`config.mk`:
```
export PLATFORM = sky130hd
export DESIGN_NAME = gearbox56_feed_ctrl
export DESIGN_NICKNAME = d
export VERILOG_FILES = /design/src/rtl/gearbox56_feed_ctrl.sv
export SDC_FILE = /design/constraint.sdc
export NUM_CORES = 1
export LEC_CHECK = 0
export ABC_CLOCK_PERIOD_IN_PS = 3000
export CAP_MARGIN = 10
export CELL_PAD_IN_SITES_DETAIL_PLACEMENT = 0
export CELL_PAD_IN_SITES_GLOBAL_PLACEMENT = 1
export CORE_ASPECT_RATIO = 1.75
export CORE_MARGIN = 5
export CORE_UTILIZATION = 21
export DETAILED_ROUTE_END_ITERATION = 10
export HOLD_SLACK_MARGIN = 0.15
export PLACE_DENSITY_LB_ADDON = 0.1
export SKIP_LAST_GASP = 1
export SLEW_MARGIN = 20
export SYNTH_ARGS = -nofsm -noshare
export SYNTH_HDL_FRONTEND = slang
export SYNTH_SLANG_ARGS = --single-unit
```
`constraint.sdc`:
```
create_clock -name clk -period 3 [get_ports clk]
set_input_delay 0.3 -clock clk [delete_from_list [all_inputs] [get_ports clk]]
set_output_delay 0.3 -clock clk [all_outputs]
set_load 0.05 [all_outputs]
```
`src/rtl/gearbox56_feed_ctrl.sv`:
```
// gearbox56_feed_ctrl
// Feeds a 64->56 bit gearbox from a 64-bit SHAKE squeeze stream. The controller
// accepts words over valid/ready, issues one gearbox load strobe per word, and
// adds an eighth "flush" strobe per group that consumes no word. It counts issued
// strobes and returned samples, and pulses done after NUM_SAMPLES samples.
module gearbox56_feed_ctrl #(
  parameter int NUM_SAMPLES = 512,
  parameter int CNT_W       = 10
) (
  input  logic             clk,
  input  logic             rst_n,
  input  logic             start,
  input  logic             abort,
  output logic             busy,
  output logic             done,
  input  logic             src_valid,
  output logic             src_ready,
  input  logic [63:0]      src_data,
  output logic             gb_rst,
  output logic             gb_inflag,
  output logic [63:0]      gb_din,
  input  logic [55:0]      gb_dout,
  input  logic             gb_dflag,
  output logic             smp_valid,
  output logic [55:0]      smp_data,
  output logic [CNT_W-1:0] smp_idx
);

  typedef enum logic [1:0] {
    S_IDLE,
    S_CLR,
    S_RUN,
    S_DRAIN
  } state_e;

  localparam logic [CNT_W-1:0] LAST = CNT_W'(NUM_SAMPLES);
  localparam logic [CNT_W-1:0] ONE  = CNT_W'(1);

  state_e           state_q;
  logic [CNT_W-1:0] issued_q;
  logic [CNT_W-1:0] returned_q;
  logic [2:0]       phase_q;
  logic             busy_q;
  logic             done_q;
  logic             gb_rst_q;

  logic             flush;
  logic             strobe;
  logic             sample_window;

  // Strobe generation and the sample pass-through are combinational so that a
  // word is handed to the gearbox in the same cycle it is accepted.
  always_comb begin
    // NOTE: every signal written here gets a default first, so no path can
    // leave one unassigned and infer a latch.
    flush         = 1'b0;
    strobe        = 1'b0;
    src_ready     = 1'b0;
    gb_inflag     = 1'b0;
    gb_din        = '0;
    sample_window = 1'b0;
    smp_valid     = 1'b0;
    smp_data      = '0;

    // Strobes stop once the job's quota is issued; an abort kills the cycle's
    // handshake so no word is taken from the source and then dropped.
    if (state_q == S_RUN && issued_q < LAST && !abort) begin
      flush     = (phase_q == 3'd7);
      src_ready = !flush;
      strobe    = flush || src_valid;
      gb_inflag = strobe;
      gb_din    = (strobe && !flush) ? src_data : '0;
    end

    // Samples are only forwarded while a job is live; late flags after an
    // abort or reset are masked.
    sample_window = (state_q == S_RUN) || (state_q == S_DRAIN);
    if (sample_window) begin
      smp_valid = gb_dflag;
      smp_data  = gb_dout;
    end
  end

  assign busy    = busy_q;
  assign done    = done_q;
  assign gb_rst  = gb_rst_q;
  assign smp_idx = returned_q;

  // Job FSM, strobe/sample counters, gearbox phase and registered status outputs.
  always_ff @(posedge clk or negedge rst_n) begin
    if (!rst_n) begin
      state_q    <= S_IDLE;
      issued_q   <= '0;
      returned_q <= '0;
      phase_q    <= '0;
      busy_q     <= 1'b0;
      done_q     <= 1'b0;
      gb_rst_q   <= 1'b1;
    end else begin
      // NOTE: non-blocking assignments throughout, so every register here
      // updates from the values present before this edge.
      done_q <= 1'b0;

      if (smp_valid && returned_q < LAST) begin
        returned_q <= returned_q + ONE;
      end

      if (state_q != S_IDLE && abort) begin
        state_q  <= S_IDLE;
        busy_q   <= 1'b0;
        gb_rst_q <= 1'b1;
      end else begin
        case (state_q)
          S_IDLE: begin
            gb_rst_q <= 1'b1;
            if (start) begin
              state_q    <= S_CLR;
              issued_q   <= '0;
              returned_q <= '0;
              phase_q    <= '0;
              busy_q     <= 1'b1;
            end
          end
          S_CLR: begin
            // One cycle of gb_rst has zeroed the gearbox phase and remainder.
            state_q  <= S_RUN;
            gb_rst_q <= 1'b0;
          end
          S_RUN: begin
            if (strobe) begin
              issued_q <= issued_q + ONE;
              phase_q  <= phase_q + 3'd1;
              if (issued_q + ONE == LAST) begin
                state_q <= S_DRAIN;
              end
            end
          end
          S_DRAIN: begin
            if (smp_valid && returned_q + ONE == LAST) begin
              state_q  <= S_IDLE;
              busy_q   <= 1'b0;
              done_q   <= 1'b1;
              gb_rst_q <= 1'b1;
            end
          end
          default: begin
            state_q  <= S_IDLE;
            busy_q   <= 1'b0;
            gb_rst_q <= 1'b1;
          end
        endcase
      end
    end
  end

endmodule
```
* After elaboration in Yosys (flattened, before gate mapping)
Index checks and enable logic that the tools add are counted.
Word-level totals: logic and storage cells 76, memories 0, register bits 28, output and inout bits 136, memory bits (writable) 0, memory bits (read-only) 0, input bits 126, bits in latches 0
Cells by class: muxes and demuxes 32, order comparisons 2, div/mod/pow operators 0, bitwise operators 1, eq/ne operators 12, shift-type cells 0, reduce and logical (&&, ||, !) cells 19, add/sub/neg operators 3, multiply operators 0
Operators by type and width (number):
- 64-bit 2-to-1 mux | 2
- 10-bit 2-to-1 mux | 6
- 56-bit 2-to-1 mux | 1
- 10-bit by 1-bit adder with 10-bit output, second input constant | 2
- 10-bit equality test, second input constant | 2
- 10-bit less-than comparator, second input constant | 2
- 10-bit case mux with 2 select lines | 1
- 1-bit 2-to-1 mux | 11
- 2-bit 2-to-1 mux | 5
- 2-bit case mux with 4 select lines | 1
- 4-bit AND reduction | 2
- 1-bit logical AND | 6
- 3-bit 2-to-1 mux | 2
- 3-bit by 1-bit != test with 1-bit output, second input constant | 2
- 3-bit case mux with 2 select lines | 1
- 2-bit equality test, second input constant | 2
- 2-bit != test, second input constant | 2
- 2-bit nonzero test | 2
- 4-bit nonzero test | 1
- 3-bit by 1-bit adder with 3-bit output, second input constant | 1
- 3-bit equality test, second input constant | 1
- 3-bit by 2-bit != test with 1-bit output, second input constant | 1
- 3-bit != test, second input constant | 1
- 1-bit case mux with 3 select lines | 1
- other kinds (9) | 11

* Depth between registers and ports, before layout
Gate-level depths: netlist of run 1.
word-level depth 8, depth in mapped cells 9, depth with buffers taken out 8

* Least setup slack after synthesis of run 1
Ideal clock, no wire load.
path kind register to output, from register state_q[0], to output port gb_din[37], required time 2700 ps, cell stages (with the launch flop) 7, path buffers 1, data arrival time 2269 ps, slack 431 ps, cell sequence dfrtp_1 inv_1 ha_1 or3b_1 nor2_1 clkbuf_1 and3_1
On the way: longest elaborated chain between the ends 4
Ends and longest elaborated chain:
- from (decl) | RTL line 39 | state_e state_q;
- from (signal assigned) | RTL line 92 | state_q <= S_IDLE;
- from (signal assigned) | RTL line 109 | state_q <= S_IDLE;
- from (signal assigned) | RTL line 117 | state_q <= S_CLR;
- 2-bit equality test | RTL line 67 | if (state_q == S_RUN && issued_q < LAST && !abort) begin
- 1-bit logical AND (2 in a row) | RTL line 67
- 64-bit 2-to-1 mux | RTL line 67
- to (decl) | RTL line 21 | output logic [63:0] gb_din,
No other way between the ends.

* Final worst setup path of run 1
from register state_q[0], to output port gb_din[40]
Same word-level chain as after synthesis.

==> PnR_summary.wiki, run 1 <==
{| class="wikitable"
! Metric !! Value
|-
| Category of the worst setup path capture point || output port
|-
| Final RePlAce weighted congestion || 0.816
|-
| Number of filler cells placed in the layout || 1,197
|-
| Vias after detailed routing || 3,484
|-
| Area share of the largest cell type after synthesis || 25.5%
|-
| Required time of the critical path || 2.70 ns
|-
| Skew-Pair Late Insertion Delay || 0.26 ns
|-
| Clk root buf || sky130_fd_sc_hd__clkbuf_16
|-
| Horizontal extent of the die || 95.0 um
|-
| Die Outline Area || 15,100 sq um
|-
| WL final || 14,900 um
|-
| Path depth of the worst reg2reg path || 9
|-
| Worst Tran Pin Value || 0.655 ns
|-
| Count of hold-fix buffers inserted at cts || 0
|-
| Setup Total Neg Slack || 0 ns
|-
| VDD IR max || 0.491 mV
|-
| Critical path origin || state_q[0]$_DFFE_PN0P_
|-
| Syn_area_per_cell || 7.73 sq um
|-
| Maximum capacitance violations || 0
|-
| Critical Path End || gb_din[40]
|-
| Worst Path Max Fanout || 65
|-
| Sequential share of the synthesized area || 26.5%
|-
| Number of antenna violations at the first check in global routing || 1
|-
| CTS buffer count || 3
|-
| Buffers from clock root to sink, at most || 2
|-
| Area leader, netlist || sky130_fd_sc_hd__dfrtp_1
|-
| Origin of the critical flop-to-flop path || state_q[0]$_DFFE_PN0P_
|-
| Status || completed
|-
| Vias in the first global route || 3,666
|-
| Global-route wire length before repair || 22,200 um
|-
| Fraction of final layout cells with drive strength greater than 1 || 16.2%
|-
| Crit start category || flip-flop
|-
| Total nets after synthesis || 478
|-
| Setup WS post-layout || 0.192 ns
|-
| Largest cells by area after synthesis || sky130_fd_sc_hd__dfrtp_1, sky130_fd_sc_hd__and3_1, sky130_fd_sc_hd__nor2b_1, sky130_fd_sc_hd__ha_1, sky130_fd_sc_hd__clkbuf_1
|-
| Yosys cell types || 53
|-
| Global route hottest layer || met2
|-
| Port Buffers || 261
|-
| Clock input transition at the sequential cells of the worst setup and hold paths || 0.07 ns
|-
| Critical path class || reg -> out
|-
| Count of endpoints failing hold in the final timing report || 0
|-
| Wire length per cell after detailed routing || 19.8 um
|-
| Period utilization || 93.6%
|-
| Met2 demand-to-capacity share in global routing || 38.8%
|-
| Area Growth Syn to Fin || 133%
|-
| P per Cell Area || 610 nW/um^2
|-
| Die boundary height || 159 um
|-
| Class of the worst hold path || in -> async
|-
| Clk sinks || 28
|-
| Net Sw Frac || 54.1%
|-
| Min cycle time layout || 2.81 ns
|-
| Share of power burned in the clock network || 10.6%
|-
| Number of warnings reported in the yosys synthesis log || 0
|-
| Maximum number of pins on one net before global-route repair || 66
|-
| Synth async-reset ratio || 100%
|-
| Boundary pin count || 262
|-
| LEAKAGE || 2.61 nW
|-
| Deepest level of the CTS H-tree || 1
|-
| Finish-stage setup viols || 0
|-
| Worst slack after detailed placement || 0.220 ns
|-
| Net Sw Power || 2.04 mW
|-
| Portion of total power attributed to combinational logic || 75.5%
|-
| Global router's overall resource usage || 19.6%
|-
| Worst Path Arrival || 2.51 ns
|-
| Setup repair after global routing missed its margin || no
|-
| GR Layer Usage met3 || 7.80%
|-
| Number of antenna-violating nets in the routed design || 0
|-
| Floorplan core area || 12,400 sq um
|-
| #FFs+latches synth || 28
|-
| First-iteration detailed-routing DRC count || 97
|-
| Count of flip-flops with a built-in enable after synthesis || 0
|-
| Number of core rows || 54
|-
| Sequential power share || 13.9%
|-
| Flip-flop cell with the highest count after synthesis || sky130_fd_sc_hd__dfrtp_1
|-
| Post-route clock skew || 0.00357 ns
|-
| Met1 Use GR || 18.7%
|-
| Number of detailed-route iterations in the first pass || 4
|-
| Post-synth design cell area || 2650 sq um
|-
| Max_slew headroom || 56.2%
|-
| Maximum frequency from static timing analysis || 0.356 GHz
|-
| Number of remaining DRC errors || 0
|-
| Number of nets in the finished design || 721
|-
| Critical R2R Capture || issued_q[2]$_DFFE_PN0P_
|-
| DPL Wire Length || 12,400 um
|-
| Cell Int Power || 1.74 mW
|-
| Synth Instances || 343
|-
| Post-DR vias/cell || 4.62
|-
| Clock tree from TritonCTS || done
|-
| Total power of the final layout || 3.78 mW
|-
| Pins Over Slew Limit || 0
|-
| Starting density of the core || 21.3%
|-
| R2r setup slk || 0.29 ns
|-
| Global route overflow || 0
|}
==> area by class of cell <==
type / instances / area [sq um] / share of cell area, %
well taps: 168 / 210 / 3.40
repair buffers: 267 / 3320 / 53.6
clock buffers: 3 / 75.1 / 1.21
flip-flops and latches: 28 / 702 / 11.3
diodes: 1 / 2.50 / 0.0404
inverters: 7 / 26.3 / 0.424
clock inverters: 1 / 30.0 / 0.485
multi-input cells: 279 / 1830 / 29.5
==> how the worst min path moves through the flow <==
stage,cells past startpoint,slack [ns],start,endpoint
3_3_place_gp,1,0.47,phase_q[0]$_DFFE_PN0P_,phase_q[0]$_DFFE_PN0P_
5_1_grt,2,0.49,rst_n,issued_q[4]$_DFFE_PN0P_
2_1_floorplan,0,0.004,rst_n,busy$_DFFE_PN0P_
3_5_place_dp,1,0.48,phase_q[0]$_DFFE_PN0P_,phase_q[0]$_DFFE_PN0P_
4_1_cts,2,0.46,rst_n,issued_q[6]$_DFFE_PN0P_
6_report,2,0.43,rst_n,issued_q[8]$_DFFE_PN0P_
==> power by group through the flow <==
stage | Combinational, mW | Sequential [mW] | Clock, mW
after floorplan | 1.66 | 0.597 | 0
after global placement | 2.83 | 0.529 | 0
after detailed placement | 2.84 | 0.531 | 0
after CTS | 2.88 | 0.525 | 0.413
after global routing | 3.02 | 0.536 | 0.424
final | 2.85 | 0.524 | 0.401
==> worst max-delay path, cell delays in order (launching register included) <==
cell and delay (ns):
sky130_fd_sc_hd__dfrtp_1 0.41, sky130_fd_sc_hd__inv_1 0.09, sky130_fd_sc_hd__ha_1 0.30, sky130_fd_sc_hd__buf_4 0.24, sky130_fd_sc_hd__or3b_1 0.41, sky130_fd_sc_hd__nor2_4 0.12
sky130_fd_sc_hd__buf_12 0.23, sky130_fd_sc_hd__and3_1 0.26, sky130_fd_sc_hd__buf_12 0.16
==> synth_stat cells (all sizes together), types with 5 or more instances <==
cell type  instances
a21oi              5
ha                 9
nand2             19
and3              66
inv                7
dfrtp             27
nor2b             60
xnor2              7
clkbuf            25
xor2               5
o21ai             15
nand3             13
nor2              24
nor3               7
buf                5
==> state kept, by name, summed over array words and instances (netlist names) <==
name / flops
smp_idx: 10
busy: 1
gb_rst: 1
phase_q: 3
done: 1
state_q: 2
issued_q: 10
==> logic make-up (layout without fill, tap and decap cells) <==
logic type | after synthesis | count (layout) | synth area share, %
other cells | 0 | 1 | 0
fa+ha+maj | 9 | 9 | 4.25
mux | 1 | 1 | 0.424
flops | 28 | 28 | 26.5
buf+inv | 37 | 278 | 5.75
xor+xnor | 12 | 12 | 3.96
compound gates | 46 | 46 | 14.1
simple gates | 210 | 211 | 45.1
==> through the flow <==
stage | hold slack (ns) | instance area (sq um) | instances | util, %
floorplan | 0.00441 | 2650 | 343 | -
global placement | 0.469 | 6070 | 748 | 48.8
detailed placement | 0.481 | 6070 | 748 | 48.8
CTS | 0.455 | 6190 | 753 | 49.8
global route | 0.493 | 6190 | 754 | 49.8
finish | 0.431 | 6190 | 754 | 49.8
==> what timing repair did <==
action	CTS	global route
setup buffers	0	0
gates resized for setup	1	1
setup endpoints to repair	51	4
cloned	1	0
hold endpoints to repair	0	0
==> cell usage in the layout, fill, tap and decap left out, drive strengths merged, types with 4 or more instances in the layout <==
cell,n
clkdlybuf4s50,190
xor2,5
ha,9
nor2b,60
o21ai,15
xnor2,7
nand4,4
and3,66
a21oi,5
dfrtp,27
o31ai,4
nor4,4
nor3,7
buf,77
nor2,25
nand2,19
nand3,13
inv,7
==> metal layers <==
layer  part of all wire (%)  wire, um
met1                     33      4960
met2                     55      8230
met3                     10      1560
met4                    1.2       179
met5                      0         0
No activity file was read; power rests on OpenSTA's default activity.
==> run 2, diff against run 1 <==
ABC_AREA = 1   (was unset)
CORE_UTILIZATION = 19   (was 21)
==> run 2 against run 1 <==
  * Worst setup slack gained 0.28 ns
  * Non-clock buffer count rose by 1
  * Synthesized cell count is 48% higher
  * Final cell count rose by 25%
  * Clock power shrank 21%
  * Combinational power is 19% higher
  * Critical path depth down 1
  * Worst hold slack got worse by 0.013 ns
  * Maximum frequency is 11% higher
  * Power is 14% higher
  * Global-route usage is 2.8 points lower
==> PnR_summary.wiki, run 2 <==
{| class="wikitable"
! Metric !! Value
|-
| Number of detailed-route iterations in the first pass || 4
|-
| Routed length on met3 || 987 um
|-
| First-iteration detailed-routing DRC count || 88
|-
| Maximum frequency from static timing analysis || 0.396 GHz
|-
| Count of flip-flops with a built-in enable after synthesis || 0
|-
| Most frequent cells in the layout || sky130_fd_sc_hd__nor2_1, sky130_fd_sc_hd__clkdlybuf4s50_1, sky130_fd_sc_hd__nand2_1, sky130_fd_sc_hd__inv_1, sky130_fd_sc_hd__buf_12
|-
| Number of core rows || 58
|-
| Finish-stage setup viols || 0
|-
| Fraction of final layout cells with drive strength greater than 1 || 18.4%
|-
| Skew-Pair Late Insertion Delay || 0.27 ns
|-
| Area Growth Syn to Fin || 126%
|-
| Number of antenna-violating nets in the routed design || 0
|-
| Area of the multi-input gates || 1600 sq um
|-
| Area leader, netlist || sky130_fd_sc_hd__dfrtp_1
|-
| Period utilization || 84.1%
|-
| Global router's overall resource usage || 16.8%
|-
| LEAKAGE || 2.93 nW
|-
| Met1 wire length || 5220 um
|-
| Most repeated cell in the gate-level netlist after synthesis || sky130_fd_sc_hd__nor2_1
|-
| Maximum capacitance violations || 0
|-
| Buffers inserted by post-CTS timing repair || 0
|-
| CTS buffer count || 3
|-
| Post-route clock skew || 0.00525 ns
|-
| Final Hold Slack || 0.418 ns
|-
| Status || completed
|-
| Met2 Routed Length || 8490 um
|-
| Syn_area_per_cell || 5.37 sq um
|-
| Area taken by flip-flops and latches || 702 sq um
|-
| Critical path class || reg -> out
|-
| Highest routed layer || met4
|-
| Die boundary height || 168 um
|-
| Die Outline Area || 16,900 sq um
|-
| Setup Total Neg Slack || 0 ns
|-
| Wire length per cell after detailed routing || 16.1 um
|-
| Number of filler cells placed in the layout || 1,446
|-
| Horizontal extent of the die || 101 um
|-
| Post-synth design cell area || 2730 sq um
|-
| Yosys cell types || 24
|-
| Boundary pin count || 262
|-
| Clk sinks || 28
|-
| Buffers from clock root to sink, at most || 2
|-
| Pins Over Slew Limit || 0
|-
| Worst Tran Pin Value || 0.568 ns
|-
| Deepest level of the CTS H-tree || 1
|-
| Vias in the first global route || 3,756
|-
| Critical path origin || phase_q[0]$_DFFE_PN0P_
|-
| Category of the worst setup path capture point || output port
|-
| Count of hold-fix buffers inserted at cts || 0
|-
| Max_slew headroom || 62.0%
|-
| Crit start category || flip-flop
|-
| Number of antenna violations at the first check in global routing || 4
|-
| Worst slack after detailed placement || 0.718 ns
|-
| Worst Path Arrival || 2.22 ns
|-
| Number of remaining DRC errors || 0
|-
| Leading cell type in the layout, fill and taps excluded || sky130_fd_sc_hd__nor2_1
|-
| Sequential share of the synthesized area || 25.8%
|-
| Maximum number of pins on one net before global-route repair || 57
|-
| Clock tree from TritonCTS || done
|-
| Clk root buf || sky130_fd_sc_hd__clkbuf_16
|-
| Resize count post-CTS || 0
|-
| Number of nets in the finished design || 896
|-
| Origin of the critical flop-to-flop path || issued_q[0]$_DFFE_PN0P_
|-
| Class of the worst hold path || in -> async
|-
| Setup repair after global routing missed its margin || no
|-
| Synth async-reset ratio || 100%
|-
| Required time of the critical path || 2.70 ns
|-
| DPL Wire Length || 13,200 um
|-
| Starting density of the core || 19.2%
|-
| #FFs+latches synth || 28
|-
| Global route overflow || 0
|-
| Area share of the largest cell type after synthesis || 24.8%
|-
| Final RePlAce weighted congestion || 0.865
|-
| Port Buffers || 261
|-
| Min cycle time layout || 2.52 ns
|-
| P per Cell Area || 698 nW/um^2
|-
| Flip-flop cell with the highest count after synthesis || sky130_fd_sc_hd__dfrtp_1
|-
| Synth Instances || 507
|-
| Clock input transition at the sequential cells of the worst setup and hold paths || 0.07 ns
|-
| Floorplan core area || 14,200 sq um
|-
| Largest cells by area after synthesis || sky130_fd_sc_hd__dfrtp_1, sky130_fd_sc_hd__nor2_1, sky130_fd_sc_hd__nand2_1, sky130_fd_sc_hd__inv_1, sky130_fd_sc_hd__ha_1
|-
| VDD IR max || 0.569 mV
|-
| Total nets after synthesis || 642
|-
| Vias after detailed routing || 3,867
|-
| Worst Path Max Fanout || 31
|-
| Global-route wire length before repair || 21,800 um
|-
| Post-DR vias/cell || 4.10
|-
| Number of warnings reported in the yosys synthesis log || 0
|-
| Setup WS post-layout || 0.477 ns
|-
| Count of endpoints failing hold in the final timing report || 0
|-
| WL final || 15,200 um
|-
| Most used standard cells in the synthesized netlist || sky130_fd_sc_hd__nor2_1, sky130_fd_sc_hd__nand2_1, sky130_fd_sc_hd__inv_1, sky130_fd_sc_hd__dfrtp_1, sky130_fd_sc_hd__nand3_1
|}
[run 2: cell types whose count changed in the layout (fill, tap and decap cells not counted), sizes merged, moves of 5 or more]
cell,change
a21oi,+6
and3,-66
buf,+52
clkdlybuf4s50,-51
inv,+87
nand2,+119
nand3,+8
nor2,+127
nor2b,-60
nor3,-5
xnor2,-7
[run 2: worst max-delay path, cell delays in order (launching register included)]
cell and delay [ns]:
sky130_fd_sc_hd__dfrtp_1 0.39, sky130_fd_sc_hd__ha_1 0.20, sky130_fd_sc_hd__ha_1 0.21, sky130_fd_sc_hd__inv_1 0.08
sky130_fd_sc_hd__nand2_2 0.33, sky130_fd_sc_hd__buf_4 0.36, sky130_fd_sc_hd__nor2_1 0.22, sky130_fd_sc_hd__buf_12 0.17
[run 2: area by class of cell]
type	instances	share of cell area (%)
well taps	180	3.66
flip-flops and latches	28	11.4
clock buffers	4	1.28
inverters	94	5.73
diodes	4	0.163
multi-input cells	366	26.0
repair buffers	268	51.7
[run 2: cells by family (layout without fill, tap and decap cells)]
group                    after synthesis  after routing  share of synthesized area [%]
flip-flops                            28             28                           25.8
buffers and inverters                113            366                           15.6
AO/OA/AOI/OAI                         37             37                           7.85
other                                  0              4                              0
XOR/XNOR                               1              1                          0.321
adder cells (fa/ha/maj)                9              9                           4.13
AND/OR/NAND/NOR                      319            319                           46.4
[run 2: final timing paths]
kind / end / slack, ns / cells after the start
max: gb_din[32] / 0.48 / 7
min: state_q[1]$_DFFE_PN0P_ / 0.42 / 2
max reg2reg: state_q[0]$_DFFE_PN0P_ / 0.91 / 12
min reg2reg: busy$_DFFE_PN0P_ / 0.48 / 2
max in group asynchronous: gb_rst$_DFFE_PN1P_ / 2.26 / 2
min in group clk: busy$_DFFE_PN0P_ / 0.48 / 2
[run 2: power by group]
part	switching (mW)	total (mW)	internal, mW
Sequential	0.125	0.608	0.483
Clock	0.134	0.316	0.183
Combinational	2.30	3.38	1.07
[run 2: stage by stage]
stage	area, sq um	total power [mW]	cells	utilization (%)
global placement	6070	4.02	936	42.7
floorplan	2730	2.75	507	-
CTS	6150	4.36	940	43.2
global route	6160	4.57	944	43.3
finish	6160	4.30	944	43.3
detailed placement	6070	4.03	936	42.7
[run 2: metal layers]
metal	vias up	GRT usage [%]
li1	2011	-
met1	1681	16.3
met2	152	33.1
met3	23	2.82
met4	0	7.98
met5	-	0
==> run 3, diff against run 2 <==
ABC_CLOCK_PERIOD_IN_PS = 2180   (was 3000)
CORE_UTILIZATION = 16   (was 19)
clock period = 2.18 ns   (was 3 ns; I/O delays follow)
==> run 3 against run 2 <==
  * Non-clock buffer count up 18
  * Worst hold slack worse by 0.082 ns
  * Clock-buffer cell count unchanged
  * Critical endpoint is now gb_din[23]
==> PnR_summary.wiki, run 3 (synthesis results as in run 2) <==
{| class="wikitable"
! Metric !! Value
|-
| Setup repair after global routing missed its margin || yes
|-
| Clk sinks || 28
|-
| Global-route wire length before repair || 24,300 um
|-
| Area Growth Syn to Fin || 149%
|-
| Fraction of final layout cells with drive strength greater than 1 || 31.1%
|-
| Port Buffers || 261
|-
| Worst Tran Pin Value || 0.506 ns
|-
| Status || completed
|-
| Number of core rows || 63
|-
| LEAKAGE || 3.08 nW
|-
| CTS buffer count || 3
|-
| Global router's overall resource usage || 16.4%
|-
| Class of the worst hold path || in -> async
|-
| Floorplan core area || 16,900 sq um
|-
| Deepest level of the CTS H-tree || 1
|-
| First-iteration detailed-routing DRC count || 126
|-
| Vias after detailed routing || 4,077
|-
| Most frequent cells in the layout || sky130_fd_sc_hd__clkdlybuf4s50_1, sky130_fd_sc_hd__nand2_1, sky130_fd_sc_hd__inv_1, sky130_fd_sc_hd__nor2_1, sky130_fd_sc_hd__buf_12
|-
| Most numerous cell on the critical path || sky130_fd_sc_hd__buf_6
|-
| Count of hold-fix buffers inserted at cts || 0
|-
| VDD IR max || 0.760 mV
|-
| Final Hold Slack || 0.337 ns
|-
| Setup Total Neg Slack || 0 ns
|-
| Leading cell type in the layout, fill and taps excluded || sky130_fd_sc_hd__clkdlybuf4s50_1
|-
| Final RePlAce weighted congestion || 0.794
|-
| Period utilization || 99.1%
|-
| Buffers from clock root to sink, at most || 2
|-
| Global route overflow || 0
|-
| Critical path, cell by cell || inv_1 > ha_2 > inv_4 > nor3_4 > buf_6 > buf_6 > buf_16 > nand2_2 > nor2_4 > buf_12
|-
| Number of remaining DRC errors || 0
|-
| Worst path max stage delay || 0.39 ns
|-
| Die Outline Area || 19,800 sq um
|-
| Vias in the first global route || 3,982
|-
| Required time of the critical path || 1.96 ns
|-
| Antenna diodes || 0
|-
| Skew-Pair Late Insertion Delay || 0.27 ns
|-
| Wire length per cell after detailed routing || 17.6 um
|-
| DPL Wire Length || 14,400 um
|-
| Total placed instance area || 6360 sq um
|-
| Max_slew headroom || 66.2%
|-
| Post-DR vias/cell || 4.05
|-
| Number of antenna violations at the first check in global routing || 0
|-
| Number of detailed-route iterations in the first pass || 6
|-
| Top Family by Delay on Critical Path || buffers and inverters
|-
| Post-route clock skew || 0.00165 ns
|-
| Critical path class || reg -> out
|-
| Pins Over Slew Limit || 0
|-
| WL final || 17,700 um
|-
| Finish-stage setup viols || 0
|-
| Number of antenna-violating nets in the routed design || 0
|-
| Worst Path Arrival || 1.94 ns
|-
| Min cycle time layout || 2.16 ns
|-
| Horizontal extent of the die || 109 um
|-
| Maximum number of pins on one net before global-route repair || 57
|-
| Number of filler cells placed in the layout || 1,778
|-
| Number of nets in the finished design || 915
|-
| Maximum frequency from static timing analysis || 0.463 GHz
|-
| Clock input transition at the sequential cells of the worst setup and hold paths || 0.07 ns
|-
| Crit start category || flip-flop
|-
| Maximum capacitance violations || 0
|-
| Category of the worst setup path capture point || output port
|-
| Total non-filler cell area in the finished layout || 6800 sq um
|-
| Die boundary height || 183 um
|-
| Worst-path cell with the longest stage delay || sky130_fd_sc_hd__dfrtp_1
|-
| Boundary pin count || 262
|-
| P per Cell Area || 969 nW/um^2
|-
| Starting density of the core || 16.2%
|-
| Buf/Inv on CP || 6
|-
| Clock tree from TritonCTS || done
|-
| Worst Path Max Fanout || 8
|-
| Count of endpoints failing hold in the final timing report || 0
|-
| Clk root buf || sky130_fd_sc_hd__clkbuf_16
|}
-- run 3: worst paths after layout --
path,startpoint,end,slack [ns],cells past startpoint
min in group clk,busy$_DFFE_PN0P_,busy$_DFFE_PN0P_,0.49,2
max reg2reg,state_q[0]$_DFFE_PN0P_,state_q[1]$_DFFE_PN0P_,0.19,14
min reg2reg,busy$_DFFE_PN0P_,busy$_DFFE_PN0P_,0.49,2
max in group asynchronous,rst_n,gb_rst$_DFFE_PN1P_,1.51,2
max,state_q[0]$_DFFE_PN0P_,gb_din[23],0.02,10
min,rst_n,smp_idx[5]$_DFF_PN0_,0.34,2
-- run 3: what timing repair did --
item,CTS,global route
setup endpoints to repair,64,71
cloned,2,4
pin swaps,2,13
gates resized for setup,10,41
buffers inserted,3,5
hold endpoints to repair,0,0
-- run 3: stage by stage --
stage	power, mW	setup WS (ns)	std cells	util (%)
5_1_grt	6.94	-0.0740	1006	40.3
4_1_cts	6.31	-0.0277	998	38.9
6_report	6.58	0.0205	1006	40.3
3_3_place_gp	5.70	0.163	989	37.7
2_1_floorplan	3.83	-0.287	507	-
3_5_place_dp	5.71	0.146	989	37.7
-- run 3: layout make-up --
type                            count  area [sq um]  share of cell area (%)
Inverter                           94           360                    5.30
Clock buffer                        4          88.8                    1.31
Sequential cell                    28           703                    10.3
Timing Repair Buffer              286          3480                    51.2
Multi-Input combinational cell    367          1880                    27.7
Tap cell                          227           284                    4.18
-- run 3: report_power, final --
part | leakage (nW) | internal, mW | total [mW] | switching [mW]
clock | 0.0442 | 0.282 | 0.472 | 0.190
sequential | 0.370 | 0.666 | 0.823 | 0.157
combinational | 2.66 | 1.84 | 5.29 | 3.45
-- run 3: routing by layer --
layer	routed length [um]	up-vias	track usage (%)
li1	-	2051	-
met1	5580	1830	14.6
met2	9810	167	32.8
met3	1610	29	4.50
met4	714	0	6.93
met5	0	-	0
